--- src/rtl/uart_cmd_parser.sv ---
// UART command frame parser: assembles SYNC/OP/A/B/CHK frames from a byte stream,
// validates the XOR checksum and hands accepted commands out through a valid/ready
// register stage. Checksum, inter-byte timeout and overrun faults are 1-cycle strobes.
module uart_cmd_parser #(
  parameter logic [7:0]  SYNC_BYTE      = 8'hA5,
  parameter int unsigned TIMEOUT_CYCLES = 104160
) (
  input  logic       clk,
  input  logic       rst,
  input  logic [7:0] rx_data,
  input  logic       rx_valid,
  output logic [7:0] cmd_op,
  output logic [7:0] cmd_a,
  output logic [7:0] cmd_b,
  output logic       cmd_valid,
  input  logic       cmd_ready,
  output logic       err_checksum,
  output logic       err_timeout,
  output logic       err_overrun
);

  localparam int unsigned    CntW    = $clog2(TIMEOUT_CYCLES + 1);
  localparam logic [CntW-1:0] CntLast = CntW'(TIMEOUT_CYCLES - 1);

  typedef enum logic [2:0] {StHunt, StOpc, StOpa, StOpb, StChk} state_e;

  state_e          state_q, state_d;
  logic [CntW-1:0] cnt_q, cnt_d;
  logic [7:0]      sh_op_q, sh_op_d, sh_a_q, sh_a_d, sh_b_q, sh_b_d;
  logic [7:0]      op_q, op_d, a_q, a_d, b_q, b_d;
  logic            valid_q, valid_d;
  logic            err_chk_q, err_chk_d, err_tmo_q, err_tmo_d, err_ovr_q, err_ovr_d;

  assign cmd_op       = op_q;
  assign cmd_a        = a_q;
  assign cmd_b        = b_q;
  assign cmd_valid    = valid_q;
  assign err_checksum = err_chk_q;
  assign err_timeout  = err_tmo_q;
  assign err_overrun  = err_ovr_q;

  // Next-state: frame assembly, checksum decision, output handshake and idle timeout.
  always_comb begin
    state_d   = state_q;
    cnt_d     = cnt_q;
    sh_op_d   = sh_op_q;
    sh_a_d    = sh_a_q;
    sh_b_d    = sh_b_q;
    op_d      = op_q;
    a_d       = a_q;
    b_d       = b_q;
    valid_d   = valid_q;
    err_chk_d = 1'b0;
    err_tmo_d = 1'b0;
    err_ovr_d = 1'b0;

    // Consumption; a load in the CHK branch below overrides this in the same cycle.
    if (valid_q && cmd_ready) begin
      valid_d = 1'b0;
    end

    unique case (state_q)
      StHunt: begin
        if (rx_valid && (rx_data == SYNC_BYTE)) begin
          state_d = StOpc;
        end
      end
      StOpc: begin
        if (rx_valid) begin
          sh_op_d = rx_data;
          state_d = StOpa;
        end
      end
      StOpa: begin
        if (rx_valid) begin
          sh_a_d  = rx_data;
          state_d = StOpb;
        end
      end
      StOpb: begin
        if (rx_valid) begin
          sh_b_d  = rx_data;
          state_d = StChk;
        end
      end
      StChk: begin
        if (rx_valid) begin
          state_d = StHunt;
          if (rx_data == (sh_op_q ^ sh_a_q ^ sh_b_q)) begin
            if (!valid_q || cmd_ready) begin
              op_d    = sh_op_q;
              a_d     = sh_a_q;
              b_d     = sh_b_q;
              valid_d = 1'b1;
            end else begin
              err_ovr_d = 1'b1;
            end
          end else begin
            err_chk_d = 1'b1;
          end
        end
      end
      default: state_d = StHunt;
    endcase

    // Idle counter only runs inside a frame; a byte on the expiry cycle wins.
    if (state_q == StHunt) begin
      cnt_d = '0;
    end else if (rx_valid) begin
      cnt_d = '0;
    end else if (cnt_q == CntLast) begin
      state_d   = StHunt;
      cnt_d     = '0;
      err_tmo_d = 1'b1;
    end else begin
      cnt_d = cnt_q + CntW'(1);
    end
  end

  // State, shadow, output and strobe registers with asynchronous active-low reset.
  always_ff @(posedge clk or negedge rst) begin
    if (!rst) begin
      state_q   <= StHunt;
      cnt_q     <= '0;
      sh_op_q   <= '0;
      sh_a_q    <= '0;
      sh_b_q    <= '0;
      op_q      <= '0;
      a_q       <= '0;
      b_q       <= '0;
      valid_q   <= 1'b0;
      err_chk_q <= 1'b0;
      err_tmo_q <= 1'b0;
      err_ovr_q <= 1'b0;
    end else begin
      state_q   <= state_d;
      cnt_q     <= cnt_d;
      sh_op_q   <= sh_op_d;
      sh_a_q    <= sh_a_d;
      sh_b_q    <= sh_b_d;
      op_q      <= op_d;
      a_q       <= a_d;
      b_q       <= b_d;
      valid_q   <= valid_d;
      err_chk_q <= err_chk_d;
      err_tmo_q <= err_tmo_d;
      err_ovr_q <= err_ovr_d;
    end
  end

endmodule

--- config.mk ---
export PLATFORM = sky130hd
export DESIGN_NAME = uart_cmd_parser
export DESIGN_NICKNAME = d
export VERILOG_FILES = /design/src/rtl/uart_cmd_parser.sv
export SDC_FILE = /design/constraint.sdc
export NUM_CORES = 1
export LEC_CHECK = 0
export BUFFER_PORTS_ARGS = -buffer_cell sky130_fd_sc_hd__buf_2
export CORE_AREA = 2 2 76 78
export DETAILED_ROUTE_END_ITERATION = 8
export DIE_AREA = 0 0 78 80
export GPL_ROUTABILITY_DRIVEN = 0
export MAX_ROUTING_LAYER = met4
export PLACE_DENSITY_LB_ADDON = 0.25
export SYNTH_ARGS = -nofsm -noshare
export SYNTH_HDL_FRONTEND = slang
export SYNTH_SLANG_ARGS = --single-unit
--- constraint.sdc ---
create_clock -name clk -period 3.2 [get_ports clk]
set_input_delay 0.48 -clock clk [delete_from_list [all_inputs] [get_ports clk]]
set_output_delay 0.48 -clock clk [all_outputs]
set_load 0.02 [all_outputs]
==> summary.txt, run 1 <==
Synth area leader = dfrtp_1
Post-Syn Area = 3250 µm²
Slowest-stage cell, CP = dfrtp_1
nets = 300
FF-to-FF Start = sh_op_q[6]
share of post-route cells with drive strength above 1 = 38.4%
FMAX = 0.492 GHz
# resized after CTS = 0
Critical path origin = sh_op_q[6]
Max-slew headroom = 40.6%
# clock sinks = 72
aggregate global-route resource usage = 20.7%
Gate Count Post-Synth = 242
WP data arrival = 2.26 ns
R2R Setup Slk = 1.17 ns
Req. time, crit path = 3.43 ns
Worst Setup Start Kind = register
predominant post-synthesis flop cell = dfrtp_1
slowest stage delay, CP = 0.41 ns
number of global-route vias before repair = 1946
Pwr Density = 697 nW/µm²
clock latency on the worst-skew pair = 0.35 ns
via count = 1972
CTS Hold Bufs = 0
port bufs = 39
synth warn = 0
global-route wire length before repair = 9480 µm
crit path capture type = register
Rows = 27
RSZ-0062 raised after global routing = no
Mean Syn Cell Area = 13.4 µm²
clock-pin slew on the worst setup and hold paths = 0.08 ns
Max Root-Sink Buffers = 2
CTS Buf Count = 9
Crit path depth = 6
final setup vio count = 0
EDFF count, synth = 0
Setup TNS = 0 ns
Die W = 78 µm
leakage power = 1.89 nW
Async SR Flop Fraction = 100%
minimum clock period = 2.03 ns
final hold viol count = 0
Area contributors post-synth = dfrtp_1 (55%), mux2_2 (9.7%), mux2_4 (9.2%), xor2_1 (5.4%), xnor2_1 (4.6%)
number of I/O pins = 40
CTS tree = done
Remaining DRCs = 0
Ant. Diodes = 0
H-tree depth = 3
Distinct cells, synth = 32
maximum VDD drop = 0.490 mV
Worst path top cell family by delay = simple AND/OR/NAND/NOR gates
worst setup path end = cmd_op[7]
top cell type's share of synthesized area = 55.5%
post-CTS setup buffer count = 0
vias per cell = 5.42
cell with the most instances after synthesis = dfrtp_1
fill count = 376
sequential area share after synthesis = 55.5%
DRT Pass-1 Iters = 4
Buffers & Inverters on Critical Path = 1
grt ovf = 0
Synth Register Bits = 72
largest net degree at the start of global routing = 73
clock skew = 0.00786 ns
critical path class = register to register
Total Die Area = 6240 µm²
Post-Syn Nets = 255
R2R cell count = 6
Max Cap Viol = 0
Reg-to-Reg End = cmd_op[7]
initial antenna violation count = 0
CP cell instances = xor2_1 -> xnor2_1 -> nor4_2 -> nand4_2 -> buf_4 -> mux2_4
Hold/Removal Path Class = primary input to asynchronous set/reset pin
die extent in y = 80 µm
final core occ = 69.1%
CP max FO = 24
final slew viol count = 0
most frequent cells after synthesis = dfrtp_1 (72), mux2_2 (28), mux2_4 (20), xor2_1 (20), nor2_1 (19)
crit share post-route = 63.5%
worst-margin pin slew = 0.890 ns
hpwl dp = 3780 µm
status = finished, final reports clean
synth-to-layout area growth = 15.0%
CTS root buffer = clkbuf_8
starting DRC count in detailed routing = 81
initial cell density of the core = 60.1%
DRT antenna net count = 0
drt total wl = 5750 µm
WL/cell = 15.8 µm
Core Region = 5410 µm²
==> worst min path at each step <==
stage | to | slack (ns) | cells after the start
after global routing | cmd_op[1] | 0.43 | 2
after detailed placement | cmd_a[4] | 0.49 | 1
final | cmd_b[1] | 0.34 | 2
after CTS | cmd_op[1] | 0.37 | 2
after floorplan | cmd_a[0] | 0.18 | 0
after global placement | cmd_a[4] | 0.48 | 1
==> report_power, final <==
part           leakage [nW]  total (mW)  switching, mW  internal, mW
clock                 0.112       0.793          0.337         0.456
sequential            0.971        1.21          0.155          1.06
combinational         0.809       0.599          0.276         0.322
total                  1.89        2.60          0.769          1.84
==> cells in the final DEF (no fill, tap or decap), types with 2 or more instances in the layout <==
master	synthesis	layout
nand4_1	7	7
xnor2_1	17	17
nand2b_1	2	2
mux2_4	20	20
nor2b_1	2	2
buf_4	0	4
nand3_1	4	4
nor4bb_1	4	4
nor2_1	19	19
or3_1	2	2
mux2_2	28	28
buf_2	0	39
nand2_1	7	7
bufinv_16	0	2
dfrtp_1	72	72
a21oi_1	3	3
o21ai_0	4	4
and3_1	5	5
clkbuf_8	0	10
nor4_2	2	2
xor2_1	20	20
and4_1	3	3
clkinv_2	0	3
==> layout make-up <==
| type | instances | area [µm²] | share of cell area (%) |
|---|---|---|---|
| Inverter | 1 | 3.75 | 0.101 |
| Sequential cell | 72 | 1800 | 48.3 |
| Multi-Input combinational cell | 160 | 1390 | 37.3 |
| Tap cell | 72 | 90.1 | 2.41 |
| Clock inverter | 6 | 82.6 | 2.21 |
| Clock buffer | 10 | 138 | 3.69 |
| Timing Repair Buffer | 43 | 225 | 6.03 |
==> worst reg2reg max path: cells and delay by family, from the launching register on <==
| family | cells | cell delay [ns] |
|---|---|---|
| buffers and inverters | 1 | 0.28 |
| AND/OR/NAND/NOR | 2 | 0.55 |
| flip-flops | 1 | 0.41 |
| XOR/XNOR | 2 | 0.33 |
| multiplexers | 1 | 0.35 |
==> routing by layer <==
| metal | GRT usage, % | vias to the layer above | wire, µm |
|---|---|---|---|
| met2 | 31.3 | 40 | 2600 |
| li1 | - | 937 | - |
| met5 | - | - | 0 |
| met3 | 5.54 | 14 | 246 |
| met4 | 8.95 | 0 | 119 |
| met1 | 26.5 | 981 | 2780 |
==> registers in the layout, indices dropped and copies added, names as in the netlist <==
register and count:
err_overrun 1, sh_op_q 8, state_q 3, cnt_q 17
cmd_valid 1, cmd_b 8, cmd_op 8, err_timeout 1
sh_a_q 8, sh_b_q 8, err_checksum 1, cmd_a 8
==> metrics by stage <==
step	instances	hold WS (ns)	setup slack (ns)	power, mW	area [µm²]
2_1_floorplan	242	0.184	1.25	1.68	3250
3_3_place_gp	348	0.485	0.974	1.80	3510
3_5_place_dp	348	0.487	0.946	1.82	3510
4_1_cts	364	0.368	1.14	2.62	3730
5_1_grt	364	0.427	1.05	2.73	3730
6_report	364	0.341	1.17	2.60	3730
==> kinds of logic after synthesis <==
group	synth area share (%)
compound gates	1.77
xor+xnor	9.98
mux	19.0
flops	55.5
simple gates	11.8
fa+ha+maj	0.385
buf+inv	1.62
(Power assumes the default switching activity.)
==> run 2: changes to the inputs <==
Settings changed: CORE_AREA 2 2 76 78 to 2 2 83 85, DIE_AREA 0 0 78 80 to 0 0 85 87.
Clock period 3.2 ns to 1.75 ns, I/O delays scaled along.
==> run 2 against run 1 <==
The run now ends with setup timing left. Maximum frequency rose by 9.1%. Non-clock buffer count rose by 48. Via count rose by 7.4%. Critical endpoint is now cmd_b[1]. Highest routed layer unchanged.
==> summary.txt, run 2 (same netlist as run 1, synthesis figures left out) <==
status = finished, violations left
failing checks = setup timing
Core Region = 6570 µm² (+22%)
Max Root-Sink Buffers = 2 (unchanged)
largest net degree at the start of global routing = 73 (unchanged)
Reg power frac = 40.7% (-5.9 points)
final setup vio count = 24 (+24)
switching part of the total = 28.2% (-1.3 points)
P_int = 3.75 mW (+100%)
RSZ-0062 raised after global routing = yes
Slowest-stage cell, CP = dfrtp_1
worst hold slack = 0.226 ns (-0.115 ns)
worst hold start = rx_valid
DRT Pass-1 Iters = 4 (unchanged)
leakage power = 2.13 nW (+12%)
Area after DPL = 3890 µm² (+11%)
FF-to-FF Start = sh_op_q[6]
clock-pin slew on the worst setup and hold paths = 0.08 ns (about the same)
number of global-route vias before repair = 2148 (+10%)
maximum VDD drop = 0.614 mV (+25%)
crit path capture type = register
hpwl dp = 4110 µm (+8.6%)
Biggest register = cnt_q
crit share post-route = 106% (+43 points)
Worst Setup Slack, final = -0.113 ns (-1.28 ns)
CTS tree = done
worst-margin pin slew = 0.380 ns (-0.510 ns)
global-route wire length before repair = 10100 µm (+6.5%)
Setup TNS = -2.35 ns (-2.35 ns)
Req. time, crit path = 1.98 ns (-1.45 ns)
final hold viol count = 0 (unchanged)
synth-to-layout area growth = 27.8%
initial antenna violation count = 0 (unchanged)
grt ovf = 0 (unchanged)
die extent in y = 87 µm (+8.8%)
nets = 348 (+16%)
Combinational Power Share = 32.2% (+9.2 points)
Max Cap Viol = 0 (unchanged)
H-tree depth = 3 (unchanged)
Critical path origin = sh_op_q[6]
WL/cell = 14.0 µm (-12%)
number of I/O pins = 40 (unchanged)
Die W = 85 µm (+9.0%)
initial cell density of the core = 49.4% (-11 points)
Total Die Area = 7400 µm² (+19%)
CTS root buffer = clkbuf_8
Pwr Density = 1260 nW/µm² (+80%)
commonest non-fill, non-tap cell in the layout = dfrtp_1
CP cell instances = xor2_1 -> xnor2_1 -> nor4_2 -> buf_4 -> nand4_2 -> buf_6 -> mux2_4
net switching power = 1.47 mW (+91%)
drt total wl = 5860 µm (+2.1%)
minimum clock period = 1.86 ns (-0.169 ns)
most frequent cells in the layout = dfrtp_1 (72), buf_4 (48), buf_2 (39)
slowest stage delay, CP = 0.39 ns (-0.02 ns)
Hold/Removal Path Class = primary input to register
starting DRC count in detailed routing = 84 (+3.7%)
CTS Buf Count = 9 (unchanged)
WP data arrival = 2.09 ns (-0.17 ns)
DRT antenna net count = 0 (unchanged)
Finished Cell Area = 4150 µm² (+11%)
fill count = 505 (+34%)
FF/Latch Area = 1800 µm² (unchanged)
Rows = 30 (+11%)
via count = 2118 (+7.4%)
Remaining DRCs = 0 (unchanged)
critical path class = register to register
# clock sinks = 72 (unchanged)
share of post-route cells with drive strength above 1 = 48.2% (+9.9 points)
clock power share = 27.1% (-3.4 points)
area of the multi-input gates = 1420 µm² (+2.2%)
Max-slew headroom = 74.7% (+34 points)
clock latency on the worst-skew pair = 0.35 ns (about the same)
vias per cell = 5.04 (-6.9%)
Worst Setup Start Kind = register
FMAX = 0.537 GHz (+9.1%)
Ant. Diodes = 0 (unchanged)
CP max FO = 13 (-46%)
max FFs per register = 17 (unchanged)
port bufs = 39 (unchanged)
aggregate global-route resource usage = 17.9% (-2.7 points)
final slew viol count = 0 (unchanged)
clock skew = 0.0118 ns (+0.00392 ns)
[run 2: changes by cell type in the layout (fill, tap and decap cells not counted), sizes merged]
cell,before,now
buf,43,90
clkinv,3,4
clkinvlp,1,0
dlygate4sd3,0,1
[run 2: final timing paths]
check | to | slack [ns] | cells after the start
worst min-delay path | state_q[1] | 0.23 | 3
worst max-delay path | cmd_b[1] | -0.11 | 7
min in group asynchronous | cmd_op[6] | 0.46 | 3
worst min register to register | cmd_a[3] | 0.50 | 1
max in group asynchronous | sh_op_q[2] | 0.97 | 3
worst max register to register | cmd_b[1] | -0.11 | 7
[run 2: metrics by stage]
step / instances / util (%) / setup slack, ns / power (mW)
after global placement: 402 / 59.3 / -0.181 / 3.78
after global routing: 420 / 63.2 / -0.194 / 5.52
after CTS: 420 / 62.9 / -0.117 / 5.26
after detailed placement: 402 / 59.3 / -0.221 / 3.80
after floorplan: 242 / - / -0.129 / 3.07
final: 420 / 63.2 / -0.113 / 5.22
[run 2: repair_timing]
action	in CTS	in global routing
resized for setup	2	5
buffers inserted	1	0
pin swaps	1	1
hold buffers	1	0
hold endpoints to repair	72	0
endpoints found under the setup margin	24	26
[run 2: worst max-delay path, delay by kind of cell (launching register included)]
family,cells,cell delay (ns)
DFF,1,0.39
and+or+nand+nor,2,0.37
buffers and inverters,2,0.36
muxes,1,0.30
xor gates and xnor gates,2,0.32
[run 2: cell type report]
type / instances / area share, %
inverters: 1 / 0.0905
clock buffers: 10 / 3.08
flip-flops and latches: 72 / 43.4
well taps: 80 / 2.41
clock inverters: 6 / 2.02
multi-input cells: 160 / 34.3
repair buffers: 91 / 14.7
[run 2: power groups by stage]
stage	clock, mW	sequential [mW]	combinational, mW
floorplan	0	2.15	0.922
global placement	0	2.14	1.64
detailed placement	0	2.15	1.66
CTS	1.46	2.12	1.69
global route	1.52	2.16	1.84
finish	1.41	2.12	1.68
[run 2: layer usage]
metal,vias up,wire [µm],GRT usage [%]
met5,-,0,-
li1,1035,-,-
met2,32,2780,26.9
met3,11,214,3.79
met4,0,114,8.23
met1,1040,2760,23.4
==> run 3: changes to the inputs <==
Settings changed: PLACE_DENSITY set to 0.73, PLACE_DENSITY_LB_ADDON 0.25 to unset.
==> run 3 against run 2 <==
Critical endpoint unchanged. Register-to-register slack about the same. The run still ends with setup timing left. Routed wire length about the same. Final cell count is 1.7% lower. Highest routed layer unchanged. Sequential power about the same. Die area did not move. Setup slack worse by 0.0061 ns. Critical path depth did not move. Worst hold slack improved by 0.014 ns. Critical path type unchanged. Clock power is essentially flat.
==> summary.txt, run 3 (same netlist as run 1, synthesis figures left out) <==
placed cell count = 395 (-1.7%)
fill count = 484 (-4.2%)
nets = 341 (-2.0%)
crit path capture type = register
FMAX = 0.535 GHz (-0.33%)
H-tree depth = 3 (unchanged)
leakage power = 2.12 nW (-0.25%)
critical path class = register to register
final cell count without fillers = 413 (-1.7%)
clock skew = 0.0140 ns (+0.00226 ns)
synth-to-layout area growth = 27.2%
Max Cap Viol = 0 (unchanged)
crit share post-route = 107% (+0.35 points)
DRT antenna net count = 0 (unchanged)
port bufs = 39 (unchanged)
slowest stage delay, CP = 0.42 ns (+0.03 ns)
global-route wire length before repair = 10200 µm (+0.89%)
Slowest-stage cell, CP = dfrtp_1
initial cell density of the core = 49.4% (unchanged)
P_int = 3.73 mW (-0.33%)
via count = 2089 (-1.4%)
Core Region = 6570 µm² (unchanged)
Remaining DRCs = 0 (unchanged)
die extent in y = 87 µm (unchanged)
status = finished, violations left
drt total wl = 5870 µm (about the same)
CP max FO = 24 (+11)
Buffers & Inverters on Critical Path = 2 (unchanged)
M3 GR Usage = 3.32% (-0.47 points)
Max-slew headroom = 74.4% (-0.22 points)
RSZ-0062 raised after global routing = yes
Total Die Area = 7400 µm² (unchanged)
GRT met2 Usage = 28.4% (+1.5 points)
WP data arrival = 2.08 ns (about the same)
final slew viol count = 0 (unchanged)
maximum VDD drop = 0.726 mV (+18%)
largest net degree at the start of global routing = 73 (unchanged)
DRT Pass-1 Iters = 4 (unchanged)
failing checks = setup timing
minimum clock period = 1.87 ns (+0.00610 ns)
final setup vio count = 24 (unchanged)
starting DRC count in detailed routing = 75 (-11%)
final hold viol count = 0 (unchanged)
number of global-route vias before repair = 2137 (-0.51%)
FF-to-FF Start = sh_a_q[0]
Worst Setup Slack, final = -0.119 ns (-0.00610 ns)
worst-margin pin slew = 0.383 ns (+0.00331 ns)
CTS root buffer = clkbuf_8
Pwr Density = 1270 nW/µm² (+0.72%)
number of I/O pins = 40 (unchanged)
commonest non-fill, non-tap cell in the layout = dfrtp_1
clock-pin slew on the worst setup and hold paths = 0.08 ns (about the same)
net switching power = 1.50 mW (+1.9%)
Critical path origin = sh_a_q[0]
hpwl dp = 3940 µm (-4.2%)
Ant. Diodes = 0 (unchanged)
worst hold start = rx_data[5]
initial antenna violation count = 0 (unchanged)
Worst Setup Start Kind = register
clock power share = 26.9% (-0.2 points)
CTS Buf Count = 9 (unchanged)
WL/cell = 14.2 µm (+1.8%)
Biggest register = cnt_q
Hold/Removal Path Class = primary input to register
Finished Cell Area = 4130 µm² (-0.42%)
switching part of the total = 28.6% (+0.45 points)
Combinational Power Share = 32.2% (about the same)
CP cell instances = xnor2_2 -> xnor2_1 -> nor4_2 -> buf_4 -> nand4_4 -> buf_12 -> mux2_4
Rows = 30 (unchanged)
Area after DPL = 3860 µm² (-0.87%)
vias per cell = 5.06 (+0.30%)
CTS tree = done
clock latency on the worst-skew pair = 0.34 ns (about the same)
share of post-route cells with drive strength above 1 = 46.8% (-1.4 points)
Worst path top cell family by delay = flip-flops
busiest layer in global routing = met2
grt ovf = 0 (unchanged)
max FFs per register = 17 (unchanged)
worst hold slack = 0.240 ns (+0.0141 ns)
Reg power frac = 40.9% (+0.2 points)
Max Root-Sink Buffers = 2 (unchanged)
aggregate global-route resource usage = 17.9% (-0.048 points)
most frequent cells in the layout = dfrtp_1 (72), buf_4 (41), buf_2 (39)
Die W = 85 µm (unchanged)
# clock sinks = 72 (unchanged)
Req. time, crit path = 1.96 ns (-0.02 ns)
met1 GRT Util = 23.2% (-0.19 points)
-- run 3: cell types whose count changed in the layout (fill, tap and decap cells not counted), moves of 2 or more --
cell	previous run	this run
xnor2_2	2	4
buf_12	1	3
buf_6	2	0
buf_4	48	41
clkinv_2	3	1
xnor2_1	15	13
-- run 3: path summary, 6_finish.rpt --
| kind | to | slack [ns] | cells after the start |
|---|---|---|---|
| worst max-delay path | cmd_b[1] | -0.12 | 7 |
| max in group asynchronous | cnt_q[16] | 0.96 | 3 |
| worst min-delay path | sh_op_q[5] | 0.24 | 2 |
| worst max register to register | cmd_b[1] | -0.12 | 7 |
| worst min register to register | cmd_a[3] | 0.50 | 1 |
| min in group asynchronous | cmd_a[6] | 0.45 | 3 |
-- run 3: cell type report --
class	count	area [µm²]	share of cell area (%)
repair buffers	84	573	13.9
clock inverters	5	81.3	1.97
inverters	1	3.75	0.0909
flip-flops and latches	72	1800	43.6
well taps	80	100	2.42
clock buffers	11	131	3.18
multi-input cells	160	1440	34.9
-- run 3: timing repair --
item	in CTS	in global routing
pin swaps	1	1
setup endpoints to repair	24	29
gates cloned	0	0
resized for setup	2	6
hold endpoints to repair	72	0
setup buffers	1	0
hold buffers	1	0
-- run 3: power groups by stage --
stage	clock network, mW	registers [mW]	logic [mW]
2_1_floorplan	0	2.15	0.922
3_3_place_gp	0	2.14	1.57
3_5_place_dp	0	2.15	1.61
4_1_cts	1.44	2.13	1.67
5_1_grt	1.51	2.18	1.86
6_report	1.41	2.14	1.68
-- run 3: routing by layer --
| metal | routed length (µm) | up-vias |
|---|---|---|
| li1 | - | 1019 |
| met1 | 2860 | 1029 |
| met2 | 2750 | 31 |
| met3 | 192 | 10 |
| met4 | 65 | 0 |
| met5 | 0 | - |
-- run 3: worst register-to-register path, stage by stage, from the launching register on --
cell and delay, ns:
dfrtp_1 0.42, xnor2_2 0.15, xnor2_1 0.15, nor4_2 0.27, buf_4 0.17, nand4_4 0.10, buf_12 0.19, mux2_4 0.31
-- run 3: per-stage QoR --
step / worst slack, ns / power, mW / util, % / setup TNS, ns
finish: -0.119 / 5.23 / 62.9 / -2.64
global route: -0.248 / 5.55 / 62.9 / -5.50
CTS: -0.137 / 5.24 / 62.5 / -3.02
detailed placement: -0.209 / 3.76 / 58.8 / -4.75
global placement: -0.149 / 3.72 / 58.8 / -3.46
floorplan: -0.129 / 3.07 / - / -2.58
